## config.mk

```make
export PLATFORM = sky130hd
export DESIGN_NAME = prod_accumulator
export DESIGN_NICKNAME = d
export VERILOG_FILES = /design/src/rtl/prod_accumulator_pkg.sv /design/src/rtl/prod_accumulator_sat_add.sv /design/src/rtl/prod_accumulator.sv
export SDC_FILE = /design/constraint.sdc
export NUM_CORES = 1
export LEC_CHECK = 0
export BUFFER_PORTS_ARGS = -buffer_cell sky130_fd_sc_hd__buf_2
export CORE_AREA = 2 2 127 129
export DETAILED_ROUTE_END_ITERATION = 6
export DIE_AREA = 0 0 129 131
export HOLD_SLACK_MARGIN = 0.05
export PLACE_DENSITY = 0.67
export SYNTH_ARGS = -nofsm -noshare
export SYNTH_HDL_FRONTEND = slang
export SYNTH_SLANG_ARGS = --single-unit
```

## constraint.sdc

```tcl
create_clock -name clk -period 5.4 [get_ports clk]
set_input_delay 0.27 -clock clk [delete_from_list [all_inputs] [get_ports clk]]
set_output_delay 0.27 -clock clk [all_outputs]
set_load 0.02 [all_outputs]
```

## src/rtl/prod_accumulator_pkg.sv

```systemverilog
// -----------------------------------------------------------------------------
// prod_acc_pkg
// Shared definitions for the product accumulator that sits behind the 16x16
// multiplier stage: default datapath widths and the controller state encoding.
// No ports (package).
// -----------------------------------------------------------------------------
package prod_acc_pkg;

  // Default widths; the product width must track the multiplier output.
  localparam int DEF_PROD_W = 32;
  localparam int DEF_ACC_W  = 40;
  localparam int DEF_LEN_W  = 8;

  // Controller states. Encodings are fixed so the state register can be
  // carried as plain logic [1:0] in legacy-style code.
  typedef enum logic [1:0] {
    IDLE  = 2'd0,
    ACCUM = 2'd1,
    DONE  = 2'd2
  } acc_state_e;

endpackage

```

## src/rtl/prod_accumulator_sat_add.sv

```systemverilog
// -----------------------------------------------------------------------------
// sat_add_u
// Combinational unsigned saturating adder: accumulator + zero-extended product.
// Ports:
//   acc     in  ACC_W   current accumulator value
//   prod    in  PROD_W  unsigned product to add
//   sum_sat out ACC_W   acc + prod, clamped to 2^ACC_W-1
//   carry   out 1       the true sum did not fit in ACC_W bits
// ACC_W must be >= PROD_W.
// -----------------------------------------------------------------------------
module sat_add_u
  import prod_acc_pkg::*;
#(
  parameter int ACC_W  = DEF_ACC_W,
  parameter int PROD_W = DEF_PROD_W
) (
  input  logic [ACC_W-1:0]  acc,
  input  logic [PROD_W-1:0] prod,
  output logic [ACC_W-1:0]  sum_sat,
  output logic              carry
);

  // Returns {carry, clamped sum}. One extra bit of headroom is enough because
  // a single product can never exceed the accumulator range.
  function automatic logic [ACC_W:0] sat_add(input logic [ACC_W-1:0]  a,
                                             input logic [PROD_W-1:0] b);
    logic [ACC_W:0] full;
    full = {1'b0, a} + (ACC_W+1)'(b);
    if (full[ACC_W]) begin
      return {1'b1, {ACC_W{1'b1}}};
    end
    return full;
  endfunction

  logic [ACC_W:0] res;

  always_comb begin
    res = sat_add(acc, prod);
  end

  assign carry   = res[ACC_W];
  assign sum_sat = res[ACC_W-1:0];

endmodule

```

## src/rtl/prod_accumulator.sv

```systemverilog
// -----------------------------------------------------------------------------
// prod_accumulator
// Sums a programmable-length burst of registered multiplier products into a
// wide saturating accumulator and hands one result per burst downstream over
// a valid/ready handshake.
// Ports:
//   clk          in  1       clock, rising edge
//   rst          in  1       asynchronous active-high reset
//   start        in  1       begin a burst (honoured only when idle)
//   len          in  LEN_W   products in the burst, sampled with start
//   in_valid     in  1       in_product valid this cycle
//   in_product   in  PROD_W  unsigned product from the multiplier
//   in_ready     out 1       a product is accepted this cycle
//   out_valid    out 1       result available
//   out_ready    in  1       downstream takes the result
//   out_sum      out ACC_W   saturated burst sum (holds last delivered value)
//   out_overflow out 1       the sum saturated at some point in the burst
//   busy         out 1       controller not idle
// All outputs come from registers or from the state register alone, so there
// is no combinational path from any input to any output.
// -----------------------------------------------------------------------------
module prod_accumulator
  import prod_acc_pkg::*;
#(
  parameter int PROD_W = DEF_PROD_W,
  parameter int ACC_W  = DEF_ACC_W,
  parameter int LEN_W  = DEF_LEN_W
) (
  input  logic              clk,
  input  logic              rst,
  input  logic              start,
  input  logic [LEN_W-1:0]  len,
  input  logic              in_valid,
  input  logic [PROD_W-1:0] in_product,
  output logic              in_ready,
  output logic              out_valid,
  input  logic              out_ready,
  output logic [ACC_W-1:0]  out_sum,
  output logic              out_overflow,
  output logic              busy
);

  localparam logic [1:0] ST_IDLE  = IDLE;
  localparam logic [1:0] ST_ACCUM = ACCUM;
  localparam logic [1:0] ST_DONE  = DONE;

  logic [1:0]        state;
  logic [ACC_W-1:0]  acc;
  logic              ovf;
  logic [LEN_W-1:0]  cnt;
  logic [LEN_W-1:0]  len_q;
  logic [ACC_W-1:0]  sum_q;
  logic              ovf_q;

  logic [ACC_W-1:0]  add_sum;
  logic              add_carry;
  logic              xfer;
  logic              last_xfer;

  sat_add_u #(
    .ACC_W  (ACC_W),
    .PROD_W (PROD_W)
  ) u_sat_add (
    .acc     (acc),
    .prod    (in_product),
    .sum_sat (add_sum),
    .carry   (add_carry)
  );

  // in_ready is a pure state decode, so the transfer qualifier is the same.
  assign xfer      = (state == ST_ACCUM) && in_valid;
  // len_q is never zero in ACCUM, so len_q-1 cannot wrap here.
  assign last_xfer = xfer && (cnt == len_q - LEN_W'(1));

  always_ff @(posedge clk or posedge rst) begin
    if (rst) begin
      state <= ST_IDLE;
      acc   <= '0;
      ovf   <= 1'b0;
      cnt   <= '0;
      len_q <= '0;
      sum_q <= '0;
      ovf_q <= 1'b0;
    end else begin
      case (state)
        ST_IDLE: begin
          if (start) begin
            len_q <= len;
            acc   <= '0;
            cnt   <= '0;
            ovf   <= 1'b0;
            if (len == '0) begin
              // Empty burst: publish a zero result immediately.
              state <= ST_DONE;
              sum_q <= '0;
              ovf_q <= 1'b0;
            end else begin
              state <= ST_ACCUM;
            end
          end
        end

        ST_ACCUM: begin
          if (xfer) begin
            acc <= add_sum;
            ovf <= ovf | add_carry;
            cnt <= cnt + LEN_W'(1);
            if (last_xfer) begin
              // The result register is loaded only here, so it keeps the
              // last delivered value through the following IDLE/ACCUM.
              state <= ST_DONE;
              sum_q <= add_sum;
              ovf_q <= ovf | add_carry;
            end
          end
        end

        ST_DONE: begin
          if (out_ready) begin
            state <= ST_IDLE;
          end
        end

        default: begin
          state <= ST_IDLE;
        end
      endcase
    end
  end

  assign in_ready     = (state == ST_ACCUM);
  assign out_valid    = (state == ST_DONE);
  assign busy         = (state != ST_IDLE);
  assign out_sum      = sum_q;
  assign out_overflow = ovf_q;

endmodule

```

# Word-level counts from Yosys, hierarchy flattened
# Index checks and enable logic that the tools add are counted.
[totals] ramBits=0 n_memories=0 mem_bits_ro=0 output_inout_bits=44 latch_bits=0 wordCells=57 regBits=100 inputBits=45
[classes] bitwise_logic=1 multipliers=0 reduce_logical=10 shifts=0 n_addsub=3 magnitude_cmp=0 div_mod_pow=0 eq_ne=8 muxes=28
[ops] op="two-way mux 40 bit" count=6
[ops] op="case mux 40 bit (2 select lines)" count=2
[ops] op="two-way mux 41 bit" count=2
[ops] op="adder 40 x 32 -> 41 bit" count=1
[ops] op="two-way mux 8 bit" count=2
[ops] op="case mux 8 bit (2 select lines)" count=1
[ops] op="two-way mux 2 bit" count=5
[ops] op="adder 8 x 1 -> 8 bit, second input constant" count=1
[ops] op="equality test 8 bit" count=1
[ops] op="zero test 8 bit" count=1
[ops] op="subtractor 8 x 1 -> 8 bit, second input constant" count=1
[ops] op="two-way mux 1 bit" count=7
[ops] op="inequality test 2 x 1 -> 1 bit, second input constant" count=3
[ops] op="case mux 2 bit (3 select lines)" count=1
[ops] op="AND reduction 5 bit" count=1
[ops] op="inequality test 2 bit, second input constant" count=2
[ops] op="case mux 1 bit (2 select lines)" count=2
[ops] op="AND reduction 4 bit" count=1
[ops] op="nonzero test 2 bit" count=2
[ops] op="AND reduction 3 bit" count=1
[ops] op="equality test 2 x 1 -> 1 bit, second input constant" count=1
[ops] op="equality test 2 bit, second input constant" count=1
[ops] op="logical AND 1 bit" count=2
[ops] op="zero test 2 bit" count=1
[ops] op="other kinds (2)" count=2

# Longest topological paths before layout
# Gate-level depths: netlist of the first run.
[logic_depth] word_depth=7 ltp_mapped=13 ltp_nobuf=11

# Modules after synthesis
# A second synthesis of the first run with hierarchy kept.
[unflattened] cells_unflattened=723 area_unflattened_um2=6546.3
[by_module_without_submodules] module="prod_accumulator" seq_area_each_um2=2502.4 instances=1 cells_per_inst=387 area_per_inst_um2=4290.4
[by_module_without_submodules] module="sat_add_u" seq_area_each_um2=0.0 instances=1 cells_per_inst=336 area_per_inst_um2=2255.9

# Worst setup path after synthesis of the first run
# No wires, ideal clock.
[synth_path] path_kind="reg2reg" startpoint="register acc[0]" endpoint="register sum_q[3] (netlist: out_sum[3])" path_buffers=2 arrival_time_ns=2.845 t_required_ns=5.279 path_stages_with_launch=13 setup_slack_ns=2.434 setup_ns=0.121 period_less_slack_ns=2.966 cell_sequence="dfrtp_1 > ha_1 > fa_1 > a211oi_2 > o21ai_2 > a41oi_2 > a41oi_2 > a211oi_4 > or3_1 > buf_4 > buf_4 > o21ai_1 > a22o_1"
[synth_via] elab_chain_cells=6
[synth_lines] element="start: declaration" line="prod_accumulator.sv:48" text="logic [ACC_W-1:0] acc;"
[synth_lines] element="start signal: assignment" line="prod_accumulator.sv:105" text="acc <= add_sum;"
[synth_lines] element="adder 40 x 32 -> 41 bit (*)" line="prod_accumulator_sat_add.sv:28" text="full = {1'b0, a} + (ACC_W+1)'(b);"
[synth_lines] element="two-way mux 1 bit" line="prod_accumulator_sat_add.sv:29" text="if (full[ACC_W]) begin"
[synth_lines] element="two-way mux 41 bit (*)" line="prod_accumulator_sat_add.sv:32" text="return full;"
[synth_lines] element="two-way mux 40 bit (*)" line="prod_accumulator.sv:108" text="if (last_xfer) begin"
[synth_lines] element="two-way mux 40 bit (*)" line="prod_accumulator.sv:104" text="if (xfer) begin"
[synth_lines] element="case mux 40 bit (2 select lines) (*)" line="prod_accumulator.sv:85" text="case (state)"
[synth_lines] element="end signal: assignment" line="prod_accumulator.sv:112" text="sum_q <= add_sum;"
[synth_lines] element="end: declaration" line="prod_accumulator.sv:52" text="logic [ACC_W-1:0] sum_q;"
# Mark *: on every way between the ends. The rest lies on a longest branch, timed or not. The select of a mux whose other input is x is not followed.
# A chain may end at the register's enable or synchronous reset.

# Worst setup path after layout of the first run
[layout_path] startpoint="register acc[0]" endpoint="register sum_q[4] (netlist: out_sum[4])"
# The elaborated chain is that of the path after synthesis.

==> reports/metrics.sh, run 1 <==
PLACE_CONGESTION=0.881
P_INT_W=0.00214
P_LEAK_nW=3.44
POSTLAYOUTSETUPSLACKWORST_NS=1.44
POST_ROUTE_CELLS_DRIVE_ABOVE_1_SHARE_PCT=17.5
CTSRESIZECOUNT=0
TIMING.CRITICAL_PATH.CELLS='ha_1 > fa_1 > a211oi_2 > o21ai_2 > a41oi_2 > a41oi_2 > a211oi_4 > or3_1 > o21ai_0 > a22o_1'
POWER_DENSITY_nW_PER_UM2=560
CPLARGESTDELAYFAMILY='compound AO/OA/AOI/OAI gates'
CRITPATHREQUIREDTIME_NS=5.64
POST-SYNTH-TOP-AREA-CELL='sky130_fd_sc_hd__dfrtp_1'
ANTENNA_FOUND_INITIAL=0
CHIPWIDTH_UM=129
INSERTION_DELAY_NS=0.35
SYNTH_INSTANCES=669
WORST_R2R_PATH_DEPTH=10
LAYOUT.CORE_UTILIZATION_PCT=45.1
START_UTIL_PCT=39.3
SYNTH.AREA.TOP_CELLS='sky130_fd_sc_hd__dfrtp_1 41%, sky130_fd_sc_hd__ha_1 6.9%, sky130_fd_sc_hd__nand2_1 6.3%'
GRT_UTIL_MET3_PCT=3.62
GRT_MAX_DEGREE=70
FIN_SKEW_NS=0.0109
CTS-ROOT-BUF='sky130_fd_sc_hd__clkbuf_16'
SYNTH_TOP_AREA_SHARE_PCT=40.8
CP.ARRIVAL_NS=4.20
SLEW_HEADROOM_PCT=25.5
HOLD_VIOL_FINAL=0
DESIGN.FINAL.NETS=817
DETAIL_ROUTE.VIAS_PER_CELL=5.51
MAXCAPVIOLATIONS=0
TRITONCTS_NUM_SINKS=100
CTSLONGESTPATHBUFFERS=2
SYN-CELL-AREA_UM2=6130
POSTCTSSETUPBUFFERS=0
CTS_MADE_BUFFERS=9
WORST_PATH_MAX_DELAY_CELL='sky130_fd_sc_hd__or3_1'
P_SW_SHARE_PCT=45.6
MIN_PATH_TYPE='input pin to flip-flop'
ANTENNA_CELLS_INSERTED=0
RESULT_OF_THE_RUN='finished, final reports clean'
FLOORPLAN.CORE_AREA_UM2=15600
ANTENNA_VIOLATING_NETS_POST_ROUTE=0
SEQ_POWER_SHARE_PCT=30.1
COUNT_OF_VIAS_PLACED_BY_THE_DETAILED_ROUTER=5282
WORSTSETUPSTARTPOINT='acc[0]$_DFFE_PP0P_'
BUF_INV_STAGES_CRIT_PATH=0
SLEW_VIOL_FINAL=0
FLOORPLAN.IO_PINS=89
FP-ROW-COUNT=46
DIE_HEIGHT_UM=131
FP.DIEAREA_UM2=16900
TRACK_USAGE_PCT=20.2
N_FILL_CELL=1532
RRSETUPSLACK_NS=1.44
CPPEAKSTAGEDELAY_NS=0.80
IO_BUFFERS=88
SYNTH_FP_NETS=749
SETUP.WORST_PATH.END_CLASS='flip-flop'
MAX_FREQ_GHz=0.252
SHARE_CLK_OF_TOTAL_POWER_PCT=16.0
MOST_USED_FLIP_FLOP_CELL_AFTER_SYNTHESIS='sky130_fd_sc_hd__dfrtp_1'
GRT_MET1_USAGE_PCT=27.9
POSTSYNTHREGISTERBITS=100
CRITICAL_PATH.REG2REG.STARTPOINT='acc[0]$_DFFE_PP0P_'
P_COMB_SHARE_PCT=53.9
DETAIL_ROUTE.FIRST_PASS.ITERATIONS=4
TRITONCTS='yes'
SYN_AREA_PER_CELL_UM2=9.16
IR_WORST_VDD_mV=0.282
WORST_PIN_SLEW_NS=1.12
HPWL_DP_UM=11500
CP-START-KIND='flip-flop'
GRT_OVERFLOW=0
DETAILED_PLACE.AREA_UM2=6730
FINAL-SEQ-AREA_UM2=2500
FIN_CRIT_SH_PCT=73.4
LAUNCH_POINT_OF_THE_WORST_HOLD_PATH='out_ready'
ROUTED_WL_UM=16200
WORSTREG2REGEND='out_sum[4]$_DFFE_PP0P_'
GLOBAL_ROUTE.USAGE.MET2_PCT=32.1
CRITPATHMOSTFREQUENTCELL='sky130_fd_sc_hd__a41oi_2'
MULTI_INPUT_COMB_AREA_UM2=3430
SETUP_TOTAL_NEGATIVE_SLACK_NS=0
HTREEDEPTH=3
GRT_FIRST_PASS_WIRELENGTH_UM=26800
WORST-PATH-MAX-FANOUT=24
CRIT_TYPE='flip-flop to flip-flop'
POST-ROUTE-MIN-PERIOD_NS=3.96
POST-ROUTE-DRC-COUNT=0
SYNTH_EDF_COUNT=0
DRT-WIRELENGTH-PER-CELL_UM=16.9
SYNTH_CELL_TYPES=62
GLOBAL_ROUTE.PEAK_USAGE_LAYER='met2'
HOLD_WS_NS=0.112
INITIALDRTVIOLATIONCOUNT=288
CP.DEPTH=10
CLKTRANSATPATHREGS_NS=0.07
RSZ0062_AT_GRT='no'
PLACE_WS_NS=1.47
VIAS_IN_THE_FIRST_GLOBAL_ROUTE=5293
P_SW_W=0.00180
YOSYSWARNINGS=0
ASYNC_RESET_FF_SHARE_PCT=100
CRIT_PATH_END='out_sum[4]$_DFFE_PP0P_'
AREA_GROWTH_SYN_TO_LAYOUT_PCT=14.7
FINAL_CELL_AREA_UM2=7030
SEQ_AREA_FRAC_SYNTH_PCT=40.8
SETUP_VIOL=0
stage by stage:
stage | std cells | power, W
global placement | 941 | 0.00327
floorplan | 669 | 0.00276
global route | 958 | 0.00428
detailed placement | 941 | 0.00330
CTS | 958 | 0.00396
finish | 958 | 0.00394
worst min-delay path by stage:
stage	endpoint	depth (start not counted)
after CTS	state[1]$_DFFE_PP0P_	2
after global routing	len_q[5]$_DFFE_PP0P_	3
after detailed placement	out_sum[1]$_DFFE_PP0P_	2
final	state[1]$_DFFE_PP0P_	2
after floorplan	len_q[2]$_DFFE_PP0P_	2
after global placement	out_sum[1]$_DFFE_PP0P_	2
cells in the mapped netlist, types with 3 or more instances:
library cell / instances
sky130_fd_sc_hd__a211oi_1: 5
sky130_fd_sc_hd__a21o_1: 17
sky130_fd_sc_hd__a21oi_1: 39
sky130_fd_sc_hd__a22o_1: 42
sky130_fd_sc_hd__a31oi_1: 8
sky130_fd_sc_hd__and2_1: 7
sky130_fd_sc_hd__and3_1: 11
sky130_fd_sc_hd__and4_1: 3
sky130_fd_sc_hd__buf_2: 6
sky130_fd_sc_hd__buf_4: 3
sky130_fd_sc_hd__clkbuf_1: 28
sky130_fd_sc_hd__dfrtp_1: 100
sky130_fd_sc_hd__ha_1: 34
sky130_fd_sc_hd__inv_1: 12
sky130_fd_sc_hd__mux2i_1: 3
sky130_fd_sc_hd__nand2_1: 102
sky130_fd_sc_hd__nand2b_1: 6
sky130_fd_sc_hd__nand3_1: 10
sky130_fd_sc_hd__nand4_1: 14
sky130_fd_sc_hd__nor2_1: 40
sky130_fd_sc_hd__nor3_1: 11
sky130_fd_sc_hd__nor4_1: 3
sky130_fd_sc_hd__o211ai_1: 4
sky130_fd_sc_hd__o21a_1: 7
sky130_fd_sc_hd__o21ai_0: 44
sky130_fd_sc_hd__o21ai_1: 5
sky130_fd_sc_hd__o21bai_1: 4
sky130_fd_sc_hd__o31ai_1: 11
sky130_fd_sc_hd__or2_2: 4
sky130_fd_sc_hd__or3_1: 3
sky130_fd_sc_hd__xnor2_1: 20
sky130_fd_sc_hd__xor2_1: 25
flip-flops by register name, indices dropped and copies added, names as in the netlist:
signal,cells
acc,40
cnt,8
len_q,8
out_overflow,1
out_sum,40
ovf,1
state,2
worst reg2reg max path, cell delays in order (launching register included):
cell,delay (ns)
sky130_fd_sc_hd__dfrtp_1,0.39
sky130_fd_sc_hd__ha_1,0.22
sky130_fd_sc_hd__fa_1,0.44
sky130_fd_sc_hd__a211oi_2,0.30
sky130_fd_sc_hd__o21ai_2,0.13
sky130_fd_sc_hd__a41oi_2,0.30
sky130_fd_sc_hd__a41oi_2,0.24
sky130_fd_sc_hd__a211oi_4,0.46
sky130_fd_sc_hd__or3_1,0.80
sky130_fd_sc_hd__o21ai_0,0.30
sky130_fd_sc_hd__a22o_1,0.26
power groups by stage:
| stage | Clock, W | Combinational, W | Sequential, W |
|---|---|---|---|
| finish | 0.000630 | 0.00212 | 0.00119 |
| floorplan | 0 | 0.00151 | 0.00125 |
| global placement | 0 | 0.00208 | 0.00119 |
| global route | 0.000673 | 0.00238 | 0.00122 |
| detailed placement | 0 | 0.00211 | 0.00119 |
| CTS | 0.000648 | 0.00213 | 0.00119 |
cell type report:
cell class	instances	share of cell area [%]
Clock buffer	11	3.60
Inverter	13	0.730
Multi-Input combinational cell	519	48.8
Sequential cell	100	35.6
Tap cell	216	3.84
Timing Repair Buffer	94	6.94
Clock inverter	5	0.481
layer usage:
metal,wire [µm],vias to the layer above
li1,-,2572
met1,7920,2565
met2,7340,121
met3,533,24
met4,371,0
met5,0,-
cells by family (layout without fill, tap and decap cells):
group,count (synthesis),count (layout),share of synthesized area (%)
AOI/OAI and AO/OA,211,211,24.1
muxes,4,4,0.674
buffers and inverters,50,123,3.37
adders and majority gates,35,35,7.27
DFF,100,100,40.8
and+or+nand+nor,224,224,17.3
xor gates and xnor gates,45,45,6.43
placed cells by master, fill, tap and decap left out, types with 3 or more instances in the layout:
cell type / synthesis / layout
sky130_fd_sc_hd__a211oi_1: 5 / 5
sky130_fd_sc_hd__a21o_1: 17 / 17
sky130_fd_sc_hd__a21oi_1: 39 / 39
sky130_fd_sc_hd__a22o_1: 42 / 41
sky130_fd_sc_hd__a31oi_1: 8 / 8
sky130_fd_sc_hd__and2_1: 7 / 7
sky130_fd_sc_hd__and3_1: 11 / 11
sky130_fd_sc_hd__and4_1: 3 / 3
sky130_fd_sc_hd__buf_2: 6 / 88
sky130_fd_sc_hd__buf_4: 3 / 5
sky130_fd_sc_hd__clkbuf_16: 0 / 9
sky130_fd_sc_hd__dfrtp_1: 100 / 100
sky130_fd_sc_hd__ha_1: 34 / 34
sky130_fd_sc_hd__inv_1: 12 / 11
sky130_fd_sc_hd__mux2i_1: 3 / 3
sky130_fd_sc_hd__nand2_1: 102 / 102
sky130_fd_sc_hd__nand2b_1: 6 / 6
sky130_fd_sc_hd__nand3_1: 10 / 10
sky130_fd_sc_hd__nand4_1: 14 / 14
sky130_fd_sc_hd__nor2_1: 40 / 39
sky130_fd_sc_hd__nor3_1: 11 / 10
sky130_fd_sc_hd__nor4_1: 3 / 3
sky130_fd_sc_hd__o211ai_1: 4 / 4
sky130_fd_sc_hd__o21a_1: 7 / 7
sky130_fd_sc_hd__o21ai_0: 44 / 44
sky130_fd_sc_hd__o21ai_1: 5 / 5
sky130_fd_sc_hd__o21bai_1: 4 / 4
sky130_fd_sc_hd__o31ai_1: 11 / 11
sky130_fd_sc_hd__or2_2: 4 / 4
sky130_fd_sc_hd__or3_1: 3 / 3
sky130_fd_sc_hd__xnor2_1: 20 / 20
sky130_fd_sc_hd__xor2_1: 25 / 25
repair_timing:
item / CTS / global route
hold buffers: 1 / 0
hold endpoints to repair: 31 / 0
setup endpoints to repair: 0 / 0
No activity file was read; power rests on OpenSTA's default activity.
==> inputs of run 2 (changes only) <==
--- a/config.mk
+++ b/config.mk
@@ -5,12 +5,13 @@
 export SDC_FILE = /design/constraint.sdc
 export NUM_CORES = 1
 export LEC_CHECK = 0
+export ABC_AREA = 1
 export BUFFER_PORTS_ARGS = -buffer_cell sky130_fd_sc_hd__buf_2
-export CORE_AREA = 2 2 127 129
+export CORE_AREA = 2 2 139 141
 export DETAILED_ROUTE_END_ITERATION = 6
-export DIE_AREA = 0 0 129 131
+export DIE_AREA = 0 0 141 143
 export HOLD_SLACK_MARGIN = 0.05
-export PLACE_DENSITY = 0.67
+export PLACE_DENSITY = 0.66
 export SYNTH_ARGS = -nofsm -noshare
 export SYNTH_HDL_FRONTEND = slang
 export SYNTH_SLANG_ARGS = --single-unit
==> constraint.sdc (replaced) <==
create_clock -name clk -period 4.1 [get_ports clk]
set_input_delay 0.205 -clock clk [delete_from_list [all_inputs] [get_ports clk]]
set_output_delay 0.205 -clock clk [all_outputs]
set_load 0.02 [all_outputs]
==> run 2 against run 1 <==
  * Sequential share of layout area fell by 5.3 points
  * Highest routed layer unchanged
  * Final area rose by 18%
  * Global-route usage rose by 0.084 points
  * Clock skew rose by 0.0011 ns
  * Largest power group unchanged
  * Synthesized cell count rose by 68%
  * Sequential power rose by 31%
  * Setup slack got worse by 0.28 ns
  * Total power rose by 56%
  * Combinational power rose by 75%
  * Wire length rose by 23%
==> reports/metrics.sh, run 2 <==
POST-ROUTE-DRC-COUNT=0  # unchanged
MOST_USED_FLIP_FLOP_CELL_AFTER_SYNTHESIS='sky130_fd_sc_hd__dfrtp_1'
CTSLONGESTPATHBUFFERS=2  # unchanged
PLACE_WS_NS=1.18  # -0.282 ns
CP.ARRIVAL_NS=3.18  # -1.02 ns
POST-SYNTH-TOP-AREA-CELL='sky130_fd_sc_hd__dfrtp_1'
WORST_PIN_SLEW_NS=0.893  # -0.224 ns
DRT-WIRELENGTH-PER-CELL_UM=13.8  # -18%
GRT_OVERFLOW=0  # unchanged
SEQ_POWER_SHARE_PCT=25.3  # -4.8 points
SYN_AREA_PER_CELL_UM2=6.54  # -29%
POST-ROUTE-MIN-PERIOD_NS=2.94  # -1.02 ns
SYNTH_INSTANCES=1123  # +68%
COUNT_OF_VIAS_PLACED_BY_THE_DETAILED_ROUTER=6978  # +32%
SLEW_HEADROOM_PCT=40.4  # +15 points
POWER_DENSITY_nW_PER_UM2=744  # +33%
YOSYSWARNINGS=0  # unchanged
RSZ0062_AT_GRT='no'
CRITICAL_PATH.REG2REG.STARTPOINT='len_q[0]$_DFFE_PP0P_'
CTSRESIZECOUNT=0  # unchanged
INITIALDRTVIOLATIONCOUNT=333  # +16%
CHIPWIDTH_UM=141  # +9.3%
FP.DIEAREA_UM2=20200  # +19%
SYNTH.AREA.TOP_CELLS='sky130_fd_sc_hd__dfrtp_1 34%, sky130_fd_sc_hd__nand2_1 23%, sky130_fd_sc_hd__inv_1 7.5%'
FIN_CRIT_SH_PCT=71.7  # -1.7 points
WORST_R2R_PATH_DEPTH=13  # +3
SETUP_TOTAL_NEGATIVE_SLACK_NS=0  # unchanged
FLOORPLAN.IO_PINS=89  # unchanged
TRITONCTS='yes'
DESIGN.FINAL.NETS=1283  # +57%
SYNTH_TOP_CELLS_BY_COUNT='452 x sky130_fd_sc_hd__nand2_1, 146 x sky130_fd_sc_hd__inv_1, 100 x sky130_fd_sc_hd__dfrtp_1, 87 x sky130_fd_sc_hd__nor2_1, 81 x sky130_fd_sc_hd__nand3_1'
P_COMB_SHARE_PCT=60.3  # +6.4 points
HPWL_DP_UM=15700  # +37%
DETAIL_ROUTE.VIAS_PER_CELL=4.84  # -12%
WORSTREG2REGEND='out_sum[23]$_DFFE_PP0P_'
MIN_PATH_TYPE='input pin to async pin'
CRIT_TYPE='flip-flop to flip-flop'
INSERTION_DELAY_NS=0.37  # +0.02 ns
IO_BUFFERS=88  # unchanged
GLOBAL_ROUTE.USAGE.MET2_PCT=33.1  # +1.0 points
AREA_GROWTH_SYN_TO_LAYOUT_PCT=12.6
P_SW_W=0.00316  # +76%
MAX_FREQ_GHz=0.340  # +35%
MULTI_INPUT_COMB_AREA_UM2=4110  # +20%
CLKTRANSATPATHREGS_NS=0.08  # about the same
GLOBAL_ROUTE.PEAK_USAGE_LAYER='met2'
FINAL-SEQ-AREA_UM2=2500  # unchanged
HOLD_WS_NS=0.00580  # -0.107 ns
ROUTED_WL_UM=19900  # +23%
SYNTH_EDF_COUNT=0  # unchanged
DIE_HEIGHT_UM=143  # +9.2%
POSTCTSSETUPBUFFERS=0  # unchanged
P_INT_W=0.00299  # +40%
SLEW_VIOL_FINAL=0  # unchanged
HOLD_VIOL_FINAL=0  # unchanged
ASYNC_RESET_FF_SHARE_PCT=100  # unchanged
IR_WORST_VDD_mV=0.443  # +57%
HTREEDEPTH=3  # unchanged
POST_ROUTE_CELLS_DRIVE_ABOVE_1_SHARE_PCT=12.7  # -4.8 points
SEQ_AREA_FRAC_SYNTH_PCT=34.1  # -6.8 points
START_UTIL_PCT=39.5  # +0.23 points
LAYOUT.CELLS.MOST_COMMON='sky130_fd_sc_hd__nand2_1'
SYN-CELL-AREA_UM2=7340  # +20%
GRT_MAX_DEGREE=71  # +1.4%
FIN_SKEW_NS=0.0121  # +0.00113 ns
FP-ROW-COUNT=50  # +8.7%
TRACK_USAGE_PCT=20.2  # +0.084 points
CRITPATHREQUIREDTIME_NS=4.34  # -1.30 ns
SETUP_VIOL=0  # unchanged
POSTSYNTHREGISTERBITS=100  # unchanged
ANTENNA_VIOLATING_NETS_POST_ROUTE=0  # unchanged
DETAIL_ROUTE.FIRST_PASS.ITERATIONS=4  # unchanged
SYNTH_CELL_TYPES=37  # -40%
MAXCAPVIOLATIONS=0  # unchanged
SYNTH_FP_NETS=1203  # +61%
CTS_MADE_BUFFERS=9  # unchanged
GRT_MET1_USAGE_PCT=28.0  # +0.041 points
MOST-COMMON-LAYOUT-CELLS='452 x sky130_fd_sc_hd__nand2_1, 145 x sky130_fd_sc_hd__inv_1, 100 x sky130_fd_sc_hd__dfrtp_1'
LAYOUT.CORE_UTILIZATION_PCT=44.5  # -0.57 points
FLOORPLAN.CORE_AREA_UM2=18600  # +19%
SYNTH_TOP_AREA_SHARE_PCT=34.1  # -6.8 points
P_SW_SHARE_PCT=51.3  # +5.8 points
SETUP.WORST_PATH.END_CLASS='flip-flop'
GRT_FIRST_PASS_WIRELENGTH_UM=32600  # +22%
RESULT_OF_THE_RUN='finished, final reports clean'
ANTENNA_CELLS_INSERTED=0  # unchanged
VIAS_IN_THE_FIRST_GLOBAL_ROUTE=6526  # +23%
CTS-ROOT-BUF='sky130_fd_sc_hd__clkbuf_16'
SHARE_CLK_OF_TOTAL_POWER_PCT=14.4  # -1.6 points
TRITONCTS_NUM_SINKS=100  # unchanged
GRT_UTIL_MET3_PCT=2.92  # -0.71 points
RRSETUPSLACK_NS=1.16  # -0.28 ns
YOSYS.CELL_COUNT.TOP_TYPE='sky130_fd_sc_hd__nand2_1'
ANTENNA_FOUND_INITIAL=0  # unchanged
PLACE_CONGESTION=0.922  # +4.6%
WORST-PATH-MAX-FANOUT=37  # +54%
P_LEAK_nW=4.54  # +32%
N_FILL_CELL=1928  # +26%
CP-START-KIND='flip-flop'
POSTLAYOUTSETUPSLACKWORST_NS=1.16  # -0.276 ns
POST-LAYOUT-TOTAL-POWER_W=0.00615  # +56%
[run 2: cell count changes in the layout (fill, tap and decap cells not counted), sizes merged, moves of 10 or more]
cell   before  now
and3       11    0
nand3      10   83
nor2       40   95
a21o       17    0
a22o       42    0
nand2     102  460
xor2       25    2
o31ai      11    1
nand4      14    4
a21oi      40   52
inv        13  152
[run 2: routing by layer]
layer  wire length [µm]  up-vias  share of wire (%)
met2               8950      138                 45
met1               9850     3144                 49
met5                  0        -                  0
met4                384        0                1.9
li1                   -     3672                  -
met3                725       24                3.6
[run 2: power groups by stage]
stage | Sequential (W) | Clock, W | Combinational (W)
6_report | 0.00156 | 0.000886 | 0.00371
5_1_grt | 0.00160 | 0.000942 | 0.00420
4_1_cts | 0.00156 | 0.000906 | 0.00372
3_5_place_dp | 0.00157 | 0 | 0.00371
3_3_place_gp | 0.00157 | 0 | 0.00367
2_1_floorplan | 0.00166 | 0 | 0.00276
[run 2: cell families after synthesis]
logic type / synth area share, %
AND/OR/NAND/NOR: 37.8
buffers and inverters: 9.94
AO/OA/AOI/OAI: 9.15
flip-flops: 34.1
adder cells (fa/ha/maj): 6.07
XOR/XNOR: 2.98
[run 2: worst max path at each step]
stage                         start                      end  slack [ns]  cells past startpoint
2_1_floorplan                   rst       acc[0]$_DFFE_PP0P_        1.28                      1
3_3_place_gp   len_q[0]$_DFFE_PP0P_  out_sum[23]$_DFFE_PP0P_        1.27                     16
3_5_place_dp   len_q[0]$_DFFE_PP0P_  out_sum[18]$_DFFE_PP0P_        1.18                     13
4_1_cts        len_q[0]$_DFFE_PP0P_  out_sum[18]$_DFFE_PP0P_        1.15                     16
5_1_grt        len_q[0]$_DFFE_PP0P_  out_sum[18]$_DFFE_PP0P_        0.83                     16
6_report       len_q[0]$_DFFE_PP0P_  out_sum[23]$_DFFE_PP0P_        1.16                     13
[run 2: area by class of cell]
class	count	area share, %
inverters	148	6.75
flip-flops and latches	100	30.3
clock buffers	10	2.89
multi-input cells	849	49.7
clock inverters	6	0.787
repair buffers	95	6.02
well taps	234	3.54
[run 2: through the flow]
stage / instance area (µm²) / std cells
2_1_floorplan: 7340 / 1123
3_3_place_gp: 7940 / 1424
3_5_place_dp: 7940 / 1424
4_1_cts: 8270 / 1442
5_1_grt: 8270 / 1442
6_report: 8270 / 1442
[run 2: timing repair]
action / 4_1_cts / 5_1_grt
hold buffers: 2 / 0
hold endpoints to repair: 2 / 0
setup endpoints to repair: 0 / 0
[run 2: critical path, cell delays in order (launching register included)]
cell,delay (ns)
sky130_fd_sc_hd__dfrtp_1,0.39
sky130_fd_sc_hd__inv_1,0.16
sky130_fd_sc_hd__ha_1,0.27
sky130_fd_sc_hd__a21oi_1,0.14
sky130_fd_sc_hd__nand3_1,0.09
sky130_fd_sc_hd__nor2_1,0.12
sky130_fd_sc_hd__nand3_1,0.09
sky130_fd_sc_hd__nor2_1,0.09
sky130_fd_sc_hd__nand2_1,0.07
sky130_fd_sc_hd__nand2_2,0.09
sky130_fd_sc_hd__nand3b_2,0.65
sky130_fd_sc_hd__buf_4,0.49
sky130_fd_sc_hd__nand2_1,0.08
sky130_fd_sc_hd__o21ai_1,0.06
